===== config.mk =====
export PLATFORM = sky130hd
export DESIGN_NAME = uart_tx_arb
export DESIGN_NICKNAME = d
export VERILOG_FILES = /design/src/rtl/uart_tx_arb.sv
export SDC_FILE = /design/constraint.sdc
export NUM_CORES = 1
export LEC_CHECK = 0
export ABC_AREA = 1
export CAP_MARGIN = 20
export CELL_PAD_IN_SITES_DETAIL_PLACEMENT = 0
export CELL_PAD_IN_SITES_GLOBAL_PLACEMENT = 1
export CORE_UTILIZATION = 39
export CTS_CLUSTER_SIZE = 28
export DETAILED_ROUTE_END_ITERATION = 10
export PLACE_DENSITY_LB_ADDON = 0.12
export SETUP_SLACK_MARGIN = 0.02
export SYNTH_ARGS = -nofsm -noshare
export SYNTH_HDL_FRONTEND = slang
export SYNTH_SLANG_ARGS = --single-unit
export TNS_END_PERCENT = 5

===== constraint.sdc =====
create_clock -name clk -period 4.3 [get_ports clk]
set_input_delay 0.43 -clock clk [delete_from_list [all_inputs] [get_ports clk]]
set_output_delay 0.43 -clock clk [all_outputs]
set_load 0.03 [all_outputs]

===== src/rtl/uart_tx_arb.sv =====
// uart_tx_arb: round-robin arbiter granting four byte requesters packet-locked access to one uart_tx
module uart_tx_arb #(
    parameter int FRAME_CYCLES = 4800,
    parameter int CNT_W        = 13,
    parameter int MAX_BURST    = 16
) (
    input  logic        clk,
    input  logic        rst_n,
    input  logic [3:0]  i_req,
    input  logic [3:0]  i_req_last,
    input  logic [31:0] i_req_dat,
    output logic [3:0]  o_gnt,
    output logic        o_tx_en,
    output logic [7:0]  o_tx_dat,
    output logic        o_busy,
    output logic [1:0]  o_owner
);
    localparam int BURST_W = $clog2(MAX_BURST + 1);

    typedef enum logic {IDLE = 1'b0, SEND = 1'b1} state_t;

    state_t             r_state;
    state_t             w_state_nxt;
    logic [1:0]         r_ptr;
    logic [1:0]         r_owner;
    logic [CNT_W-1:0]   r_cnt;
    logic [BURST_W-1:0] r_burst;
    logic               r_end;
    logic [3:0]         r_gnt;
    logic               r_tx_en;
    logic [7:0]         r_tx_dat;
    logic [1:0]         w_win;
    logic [1:0]         w_sel;
    logic               w_cnt_zero;
    logic               w_more;
    logic               w_issue;
    logic               w_release;

    // first pending requester at or after the round-robin pointer
    always_comb begin
        w_win = r_ptr;
        for (int j = 3; j >= 0; j--)
            if (i_req[r_ptr + 2'(j)]) w_win = r_ptr + 2'(j);
    end

    // issue/release decisions; in SEND only the owner's request is looked at
    always_comb begin
        w_cnt_zero = r_cnt == '0;
        w_more     = !r_end && i_req[r_owner] && (r_burst < BURST_W'(MAX_BURST));
        w_issue    = (r_state == IDLE) ? |i_req : (w_cnt_zero && w_more);
        w_release  = (r_state == SEND) && w_cnt_zero && !w_more;
        w_sel      = (r_state == IDLE) ? w_win : r_owner;
    end

    // state register
    always_ff @(posedge clk or negedge rst_n) begin
        if (!rst_n) r_state <= IDLE;
        else        r_state <= w_state_nxt;
    end

    // next state: lock on any issue, unlock on release
    always_comb begin
        w_state_nxt = w_issue ? SEND : (w_release ? IDLE : r_state);
    end

    // registered datapath: byte load, frame spacing counter, burst count, pointer
    always_ff @(posedge clk or negedge rst_n) begin
        if (!rst_n) begin
            r_ptr    <= 2'd0;
            r_owner  <= 2'd0;
            r_cnt    <= '0;
            r_burst  <= '0;
            r_end    <= 1'b0;
            r_gnt    <= 4'b0000;
            r_tx_en  <= 1'b0;
            r_tx_dat <= 8'h00;
        end else begin
            r_tx_en <= w_issue;
            r_gnt   <= w_issue ? (4'b0001 << w_sel) : 4'b0000;
            if (w_issue) begin
                r_owner  <= w_sel;
                r_tx_dat <= i_req_dat[{w_sel, 3'b000} +: 8];
                r_cnt    <= CNT_W'(FRAME_CYCLES - 1);
                r_burst  <= (r_state == IDLE) ? BURST_W'(1) :
                            (r_burst == BURST_W'(MAX_BURST)) ? r_burst : r_burst + BURST_W'(1);
                r_end    <= i_req_last[w_sel];
            end else if (r_state == SEND && !w_cnt_zero) begin
                r_cnt <= r_cnt - CNT_W'(1);
            end
            if (w_release) r_ptr <= r_owner + 2'd1;
        end
    end

    // outputs straight from registers
    always_comb begin
        o_gnt    = r_gnt;
        o_tx_en  = r_tx_en;
        o_tx_dat = r_tx_dat;
        o_busy   = r_state == SEND;
        o_owner  = r_owner;
    end
endmodule


Word-level counts from Yosys, hierarchy flattened
Cells that the tools add are included.

Add/subtract/negate cells: 6. $mul: 0. Div/mod/pow operators: 0. Magnitude comparators: 7. Equal/unequal tests: 2. Shifts and indexed selects: 2. Multiplexer cells: 25. Bitwise gates (word level): 0. Reduce and logical (&&, ||, !) cells: 14.

Operators with widths (count): $shiftx 32x6->8 (1); $mux 13 (2); $lt 2x3->1 const B (6); $logic_not 13->1 (1); $sub 13x1->13 const B (1); $bmux 1 s2 (6); $mux 2 (5); $mux 5 (2); $mux 1 (9); $logic_and 1x1->1 (6); $add 5x1->5 const B (1); $eq 5x5->1 const B (1); $lt 5x5->1 const B (1); $add 2x1->2 const B (2); $add 2x2->2 const B (2); $mux 4 (1); $reduce_bool 2->1 (2); $reduce_or 4->1 (1); $shl 1x2->4 const A (1); $logic_not 1->1 (3); $ne 2x2->1 const B (1); $reduce_and 2->1 (1).

Register bits: 37. Bits in latches: 0. RAM bits: 0. ROM bits: 0. Input port bits: 42. Output and inout bits: 16. Logic and storage cells: 65. Memories kept: 0.

Longest topological paths before layout
Gate-level depths: netlist of the first run.

Depth in word-level cells: 10. Mapped depth: 17. Depth with buffers taken out: 16.

Least setup slack after synthesis of the first run
No wires, ideal clock.

Kind: register -> register. Start point: register r_state, in the netlist o_busy. End point: register r_cnt[5]. Library setup time: 0.124 ns. Data arrival time: 1.670 ns. Data required time: 4.176 ns. Slack: 2.506 ns. Stages on the path, launching flop included: 13. Buffers on the path: 1. Period minus slack after synthesis: 1.794 ns. Cells stage by stage: dfrtp_1 clkbuf_1 nand4_1 nor2_4 nand2_4 nand2_8 inv_4 nand2_4 nand2_2 nor2_2 nand2_1 nand2_1 nand3_1.

Longest elaborated chain between the ends: 2. Elaborated cells between the ends (all ways): 4. Those cells by class: mux (2); reduce/logical (2).

RTL lines: start, declared (RTL line 22) `state_t r_state;`; start signal, assigned (RTL line 58) `else r_state <= w_state_nxt;`; $mux 1 / $logic_and 1x1->1 (equally long branches) (RTL line 50, 87); $mux 13 / $reduce_bool 2->1 (equally long branches); end signal, assigned (RTL line 83) `r_cnt <= CNT_W'(FRAME_CYCLES - 1);`; end signal, assigned (RTL line 88) `r_cnt <= r_cnt - CNT_W'(1);`; end, declared (RTL line 26) `logic [CNT_W-1:0] r_cnt;`.

Several ways; a longest one is shown, not always the timed one. A chain may end at the register's enable or synchronous reset.

Final worst setup path of the first run
Start point: input i_req[1]. End point: register r_tx_dat[6], in the netlist o_tx_dat[6].

Longest elaborated chain between the ends: 8. Elaborated cells between the ends (all ways): 21. Those cells by class: shift (1); mux (16); reduce/logical (4).

RTL lines: start, declared (RTL line 9) `input logic [3:0] i_req,`; $bmux 1 s2 (RTL line 43) `if (i_req[r_ptr + 2'(j)]) w_win = r_ptr + 2'(j);`; $mux 1 (not written as such) (RTL line 43); $mux 2 (4 in a row) (RTL line 43); $mux 2 (RTL line 52) `w_sel = (r_state == IDLE) ? w_win : r_owner;`; $shiftx 32x6->8 (RTL line 82) `r_tx_dat <= i_req_dat[{w_sel, 3'b000} +: 8];`; end signal, assigned (RTL line 82); end, declared (RTL line 31) `logic [7:0] r_tx_dat;`.

Several ways; a longest one is shown, not always the timed one. The select of a mux whose other input is x is not followed.

==> results.cfg, run 1 <==
[cts]
cts_root_buf = clkbuf_8
post_cts_resized = 0
cts_tree = built
cts_buffers = 5
clk_pin_slew_ps = 70
post_cts_buffers = 0
clockBufferDepth = 2
htree_levels = 2
insertion_delay_ps = 280
cts_hold_buf = 0
clock_sinks = 37

[synth]
synth.area.top_cells = dfrtp_1, nand2_1, nand3_1
synth_cells = 357
synthFlopType = dfrtp_1
synth-seq-area-share_pct = 36.2
syn_nets = 403
yosysMostFrequentCell = nand2_1
syn_avg_cell_area_um2 = 7.16
synth_area_um2 = 2560
synth_seq_cells = 37
yosys.cell_types.count = 35
ys_top_cells_by_count = nand2_1, inv_1, nand3_1, dfrtp_1, nor2_1
synth_edf_count = 0
synth_top_area_cell = dfrtp_1
synthArstFlopShare_pct = 100
synth_top_area_share_pct = 36.2
ys_warn_count = 0

[timing]
min_period_over_period_pct = 55.9
fin_tns_setup_ps = 0
drv_slew = 0
relSlewSlack_pct = 45.4
whs_ps = 238
period_needed_ps = 2400
setup_viol = 0
hold_viol = 0
max_freq_ghz = 0.416
tightest_slew_ps = 820
grt_setup_unrepaired = false
finClkSkew_ps = 6.78

[drt]
wl_um = 5900
met3_length_um = 293
dr_wl_met2_um = 2650
drt_iter0_markers = 144
avgRoutedWirePerCell_um = 12.1
detail-route-antenna-nets = 0
dr.pass1.iters = 4
drc_errors = 0
via_count = 2348
dr.max_layer_used = met4
m1WireLength_um = 2920
avgViaCountPerCell = 4.81

[place]
port_buffers = 57
routabilityCongestion = 0.771
hpwl_um = 4470

[worst_setup_path]
cp-start-kind = input pin
crit_type = input pin to flop
cp_data_required_time_ps = 4460
r2r-start = r_ptr[0]$_DFFE_PN0P_
r2r_slack_ps = 1900
path_max_fanout = 21
rr_worst_depth = 15
cp-end-kind = flop
worstPathArrival_ps = 2570
reg2reg_to = o_tx_dat[6]$_DFFE_PN0P_

[die]
die_w_um = 83.0
io_pins = 58
dieArea_um2 = 6890
num_rows = 29
die_h_um = 83.0
start_util_pct = 40.3
core-area_um2 = 6350

[final_layout]
num_antenna_cells = 0
nets = 457
n_fill_cell = 624
syn_to_final_growth_pct = 26.1
drive_gt1_share_pct = 11.9

[global_route]
grt_first_pass_wirelength_um = 10300
grt_antenna_before_repair = 0
grt_max_degree = 38
grt_use_total_pct = 18.2
grt_pass1_vias = 2258
overflow = 0

[pwr]
powerDensity_nw_per_um2 = 281
irDropWorstVdd_mv = 0.142
total_power_w = 0.000905
power.leakage_nw = 1.68

[run_status]
status = finished clean

[job]
maxCapViolations = 0

[worst_hold_path]
hold_path_class = input pin to async pin
how the worst max path moves through the flow:
| stage | startpoint | endpoint | slack, ps | depth (start not counted) |
|---|---|---|---|---|
| floorplan | o_busy$_DFFE_PN0P_ | r_cnt[5]$_DFFE_PN0P_ | 2510 | 12 |
| global placement | i_req[1] | o_tx_dat[0]$_DFFE_PN0P_ | 1600 | 16 |
| detailed placement | i_req[1] | o_tx_dat[6]$_DFFE_PN0P_ | 1590 | 16 |
| CTS | r_ptr[0]$_DFFE_PN0P_ | o_tx_dat[6]$_DFFE_PN0P_ | 1890 | 15 |
| global route | r_ptr[0]$_DFFE_PN0P_ | o_tx_dat[0]$_DFFE_PN0P_ | 1630 | 16 |
| finish | i_req[1] | o_tx_dat[6]$_DFFE_PN0P_ | 1900 | 16 |
power by group:
part / switching [W] / internal, W / total (W)
Sequential: 0.0000426 / 0.000387 / 0.000429
Clock: 0.000116 / 0.000127 / 0.000243
Combinational: 0.000130 / 0.000102 / 0.000233
Total: 0.000289 / 0.000616 / 0.000905
cell families (layout without fill, tap and decap cells):
group	after synthesis	in the layout	share of synthesized area, %
AOI/OAI and AO/OA	32	32	7.88
xor gates and xnor gates	6	6	2.05
adders and majority gates	4	4	1.96
buffers and inverters	79	133	13.4
DFF	37	37	36.2
and+or+nand+nor	199	199	38.6
cell type report:
| cell class | count | area (um^2) | share of cell area [%] |
|---|---|---|---|
| timing repair buffer | 57 | 566 | 17.5 |
| inverter | 69 | 262 | 8.11 |
| clock buffer | 7 | 86.3 | 2.68 |
| sequential | 37 | 926 | 28.7 |
| tap | 77 | 96.3 | 2.99 |
| multi-input combinational | 241 | 1290 | 40.0 |
cells in the final DEF (no fill, tap or decap), drive strengths merged, types with 2 or more instances in the layout:
master / synthesis / layout
nand2: 107 / 107
inv: 68 / 68
clkdlybuf4s50: 0 / 56
nand3: 54 / 54
dfrtp: 37 / 37
nor2: 24 / 24
o21ai: 19 / 19
a21oi: 8 / 8
clkbuf: 2 / 7
xor2: 5 / 5
nand4: 4 / 4
nor3: 4 / 4
o211ai: 4 / 4
ha: 4 / 4
nor4: 3 / 3
or2: 2 / 2
worst max-delay path, stage by stage:
cell and delay, ps:
clkdlybuf4s50_1 520, inv_1 90, nand2_1 80, nand3_1 110
nand2_1 80, inv_1 40, nand2_1 70, nand2_2 70
nand2_1 70, nand2_1 60, nand3_2 180, nand2_2 300
inv_2 200, nand2_1 60, nand3_1 100, nand3_2 80
registers in the layout, summed over array words and instances, names as in the netlist:
signal / count
o_busy: 1
o_gnt: 4
o_owner: 2
o_tx_dat: 8
o_tx_en: 1
r_burst: 5
r_cnt: 13
r_end: 1
r_ptr: 2
per-stage QoR:
step | cell area (um^2) | setup slack (ps) | instances | utilization [%]
6_report | 3230 | 1900 | 488 | 50.8
5_1_grt | 3230 | 1630 | 488 | 50.8
4_1_cts | 3230 | 1890 | 488 | 50.8
3_5_place_dp | 3140 | 1590 | 481 | 49.4
3_3_place_gp | 3140 | 1600 | 481 | 49.4
2_1_floorplan | 2560 | 2510 | 357 | -
layer usage:
layer / vias to the layer above / global-route usage (%)
met1: 1063 / 25.1
met5: - / 0
met2: 66 / 29.2
met3: 4 / 4.67
met4: 0 / 3.45
li1: 1215 / -
Note: power is estimated with default switching activity, not from simulation.
==> inputs of run 2 (changes only) <==
--- a/config.mk
+++ b/config.mk
@@ -9,7 +9,7 @@
 export CAP_MARGIN = 20
 export CELL_PAD_IN_SITES_DETAIL_PLACEMENT = 0
 export CELL_PAD_IN_SITES_GLOBAL_PLACEMENT = 1
-export CORE_UTILIZATION = 39
+export CORE_UTILIZATION = 32
 export CTS_CLUSTER_SIZE = 28
 export DETAILED_ROUTE_END_ITERATION = 10
 export PLACE_DENSITY_LB_ADDON = 0.12
==> constraint.sdc (replaced) <==
create_clock -name clk -period 2.15 [get_ports clk]
set_input_delay 0.215 -clock clk [delete_from_list [all_inputs] [get_ports clk]]
set_output_delay 0.215 -clock clk [all_outputs]
set_load 0.03 [all_outputs]
==> run 2 against run 1 <==
  * Final area grew 6.9%
  * Utilization decreased by 6.2 points
  * Die area up 21%
==> results.cfg, run 2 (synthesis gave the netlist of run 1 again) <==
[run_status]
status = finished clean

[final_layout]
num_antenna_cells = 0
largest_reg_flops = 13
final_common_cell = nand2_1
syn_to_final_growth_pct = 34.8
nets = 478
final_cell_mix = nand2_1, clkdlybuf4s50_1, inv_1, nand3_1, dfrtp_1
drive_gt1_share_pct = 16.6
fin_area_um2 = 3450
n_fill_cell = 802
top_register = r_cnt
multi_input_area_um2 = 1290
seq_area_um2 = 927

[drt]
avgViaCountPerCell = 4.49
drc_errors = 0
avgRoutedWirePerCell_um = 11.6
via_count = 2403
wl_um = 6200
detail-route-antenna-nets = 0
drt_iter0_markers = 78
dr.pass1.iters = 4

[worst_setup_path]
cp-start-kind = flop
crit_type = flop to flop
path_delay_family = simple AND/OR/NAND/NOR gates
path_max_fanout = 15
critical_path.max_stage_delay_ps = 480
worstPathArrival_ps = 2150
cp-end-kind = flop
worstPathBufferInverterCount = 4
cp_slowest_cell = dfrtp_2
cp_data_required_time_ps = 2320
cp_common_cell = nand2_1
cp_cell_sequence = buf_4, nand2_1, nand3_1, nand2_1, inv_1, nand2_1, nand2_2, nand2_1, nand2_1, nand3_2, nand2_2, buf_12, inv_2, nand2_1, nand3_1, nand3_2

[cts]
clockBufferDepth = 2
clock_sinks = 37
clk_pin_slew_ps = 80
cts_tree = built
htree_levels = 2
insertion_delay_ps = 290
cts_root_buf = clkbuf_8
cts_buffers = 5

[global_route]
grt_antenna_before_repair = 0
grt_max_degree = 20
grt_first_pass_wirelength_um = 11000
overflow = 0
grt_use_total_pct = 16.2
grt_pass1_vias = 2413

[pwr]
power.leakage_nw = 1.79
powerDensity_nw_per_um2 = 530
irDropWorstVdd_mv = 0.210

[die]
die_w_um = 91.4
dieArea_um2 = 8350
core-area_um2 = 7730
die_h_um = 91.4
num_rows = 32
start_util_pct = 33.1
io_pins = 58

[timing]
tightest_slew_ps = 425
fin_tns_setup_ps = 0
max_freq_ghz = 0.507
setup_viol = 0
grt_setup_unrepaired = true
finClkSkew_ps = 10.8
period_needed_ps = 1970
relSlewSlack_pct = 71.6
drv_slew = 0
hold_viol = 0
min_period_over_period_pct = 91.8

[place]
port_buffers = 57
place_area_um2 = 3320
hpwl_um = 4880
routabilityCongestion = 0.838

[worst_hold_path]
hold_path_class = input pin to async pin

[job]
maxCapViolations = 0
run 2: changes by cell type in the layout (fill, tap and decap cells not counted), sizes merged:
| cell | before | now |
|---|---|---|
| buf | 1 | 21 |
| clkinv | 1 | 4 |
| clkbuf | 7 | 5 |
| dlygate4sd3 | 0 | 1 |
run 2: worst reg2reg max path, stage by stage, from the launching register on:
cell     delay (ps)
dfrtp_2         480
buf_4           160
nand2_1          80
nand3_1         110
nand2_1          80
inv_1            40
nand2_1          60
nand2_2          60
nand2_1          80
nand2_1          60
nand3_2          70
nand2_2         120
buf_12          180
inv_2            90
nand2_1          60
nand3_1          80
nand3_2          70
run 2: layer usage:
metal  vias to the layer above  share of wire [%]  GRT usage (%)
li1                       1272                  -              -
met4                         0               0.77           3.70
met1                      1069                 50           23.0
met5                         -                  0              0
met2                        58                 46           25.4
met3                         4                3.6           3.02
run 2: power by group:
part / switching, W / internal (W) / leakage, nW
Clock: 0.000261 / 0.000230 / 0.0481
Combinational: 0.000265 / 0.000217 / 1.30
Sequential: 0.0000836 / 0.000773 / 0.445
run 2: final timing paths:
kind | startpoint | to | slack [ps] | cells past startpoint
setup / recovery | r_ptr[0]$_DFFE_PN0P_ | o_tx_dat[4]$_DFFE_PN0P_ | 180 | 16
hold / removal | rst_n | o_owner[1]$_DFFE_PN0P_ | 400 | 2
setup reg to reg | r_ptr[0]$_DFFE_PN0P_ | o_tx_dat[4]$_DFFE_PN0P_ | 180 | 16
hold reg to reg | o_tx_dat[3]$_DFFE_PN0P_ | o_tx_dat[3]$_DFFE_PN0P_ | 500 | 2
max in group asynchronous | rst_n | r_burst[1]$_DFFE_PN0P_ | 1240 | 3
min in group clk | o_tx_dat[3]$_DFFE_PN0P_ | o_tx_dat[3]$_DFFE_PN0P_ | 500 | 2
run 2: area by class of cell:
type | count | share of cell area [%]
clock buffers | 5 | 2.00
well taps | 102 | 3.70
multi-input cells | 241 | 37.4
flip-flops and latches | 37 | 26.9
clock inverters | 3 | 0.653
repair buffers | 78 | 21.8
inverters | 69 | 7.58
run 2: timing repair:
item,4_1_cts,5_1_grt
endpoints found under the hold margin,16,0
endpoints found under the setup margin,1,5
resized for setup,1,0
setup buffers,0,4
hold buffers,1,0
run 2: through the flow:
step / hold slack [ps] / utilization (%) / worst slack (ps) / total power, W / cells
6_report: 395 / 44.6 / 176 / 0.00183 / 535
5_1_grt: 419 / 44.6 / 8.73 / 0.00196 / 535
2_1_floorplan: -80.6 / - / 356 / 0.00116 / 357
4_1_cts: 406 / 44.2 / 162 / 0.00185 / 531
3_5_place_dp: 181 / 42.9 / 22.2 / 0.00135 / 522
3_3_place_gp: 174 / 42.9 / 32.5 / 0.00135 / 522
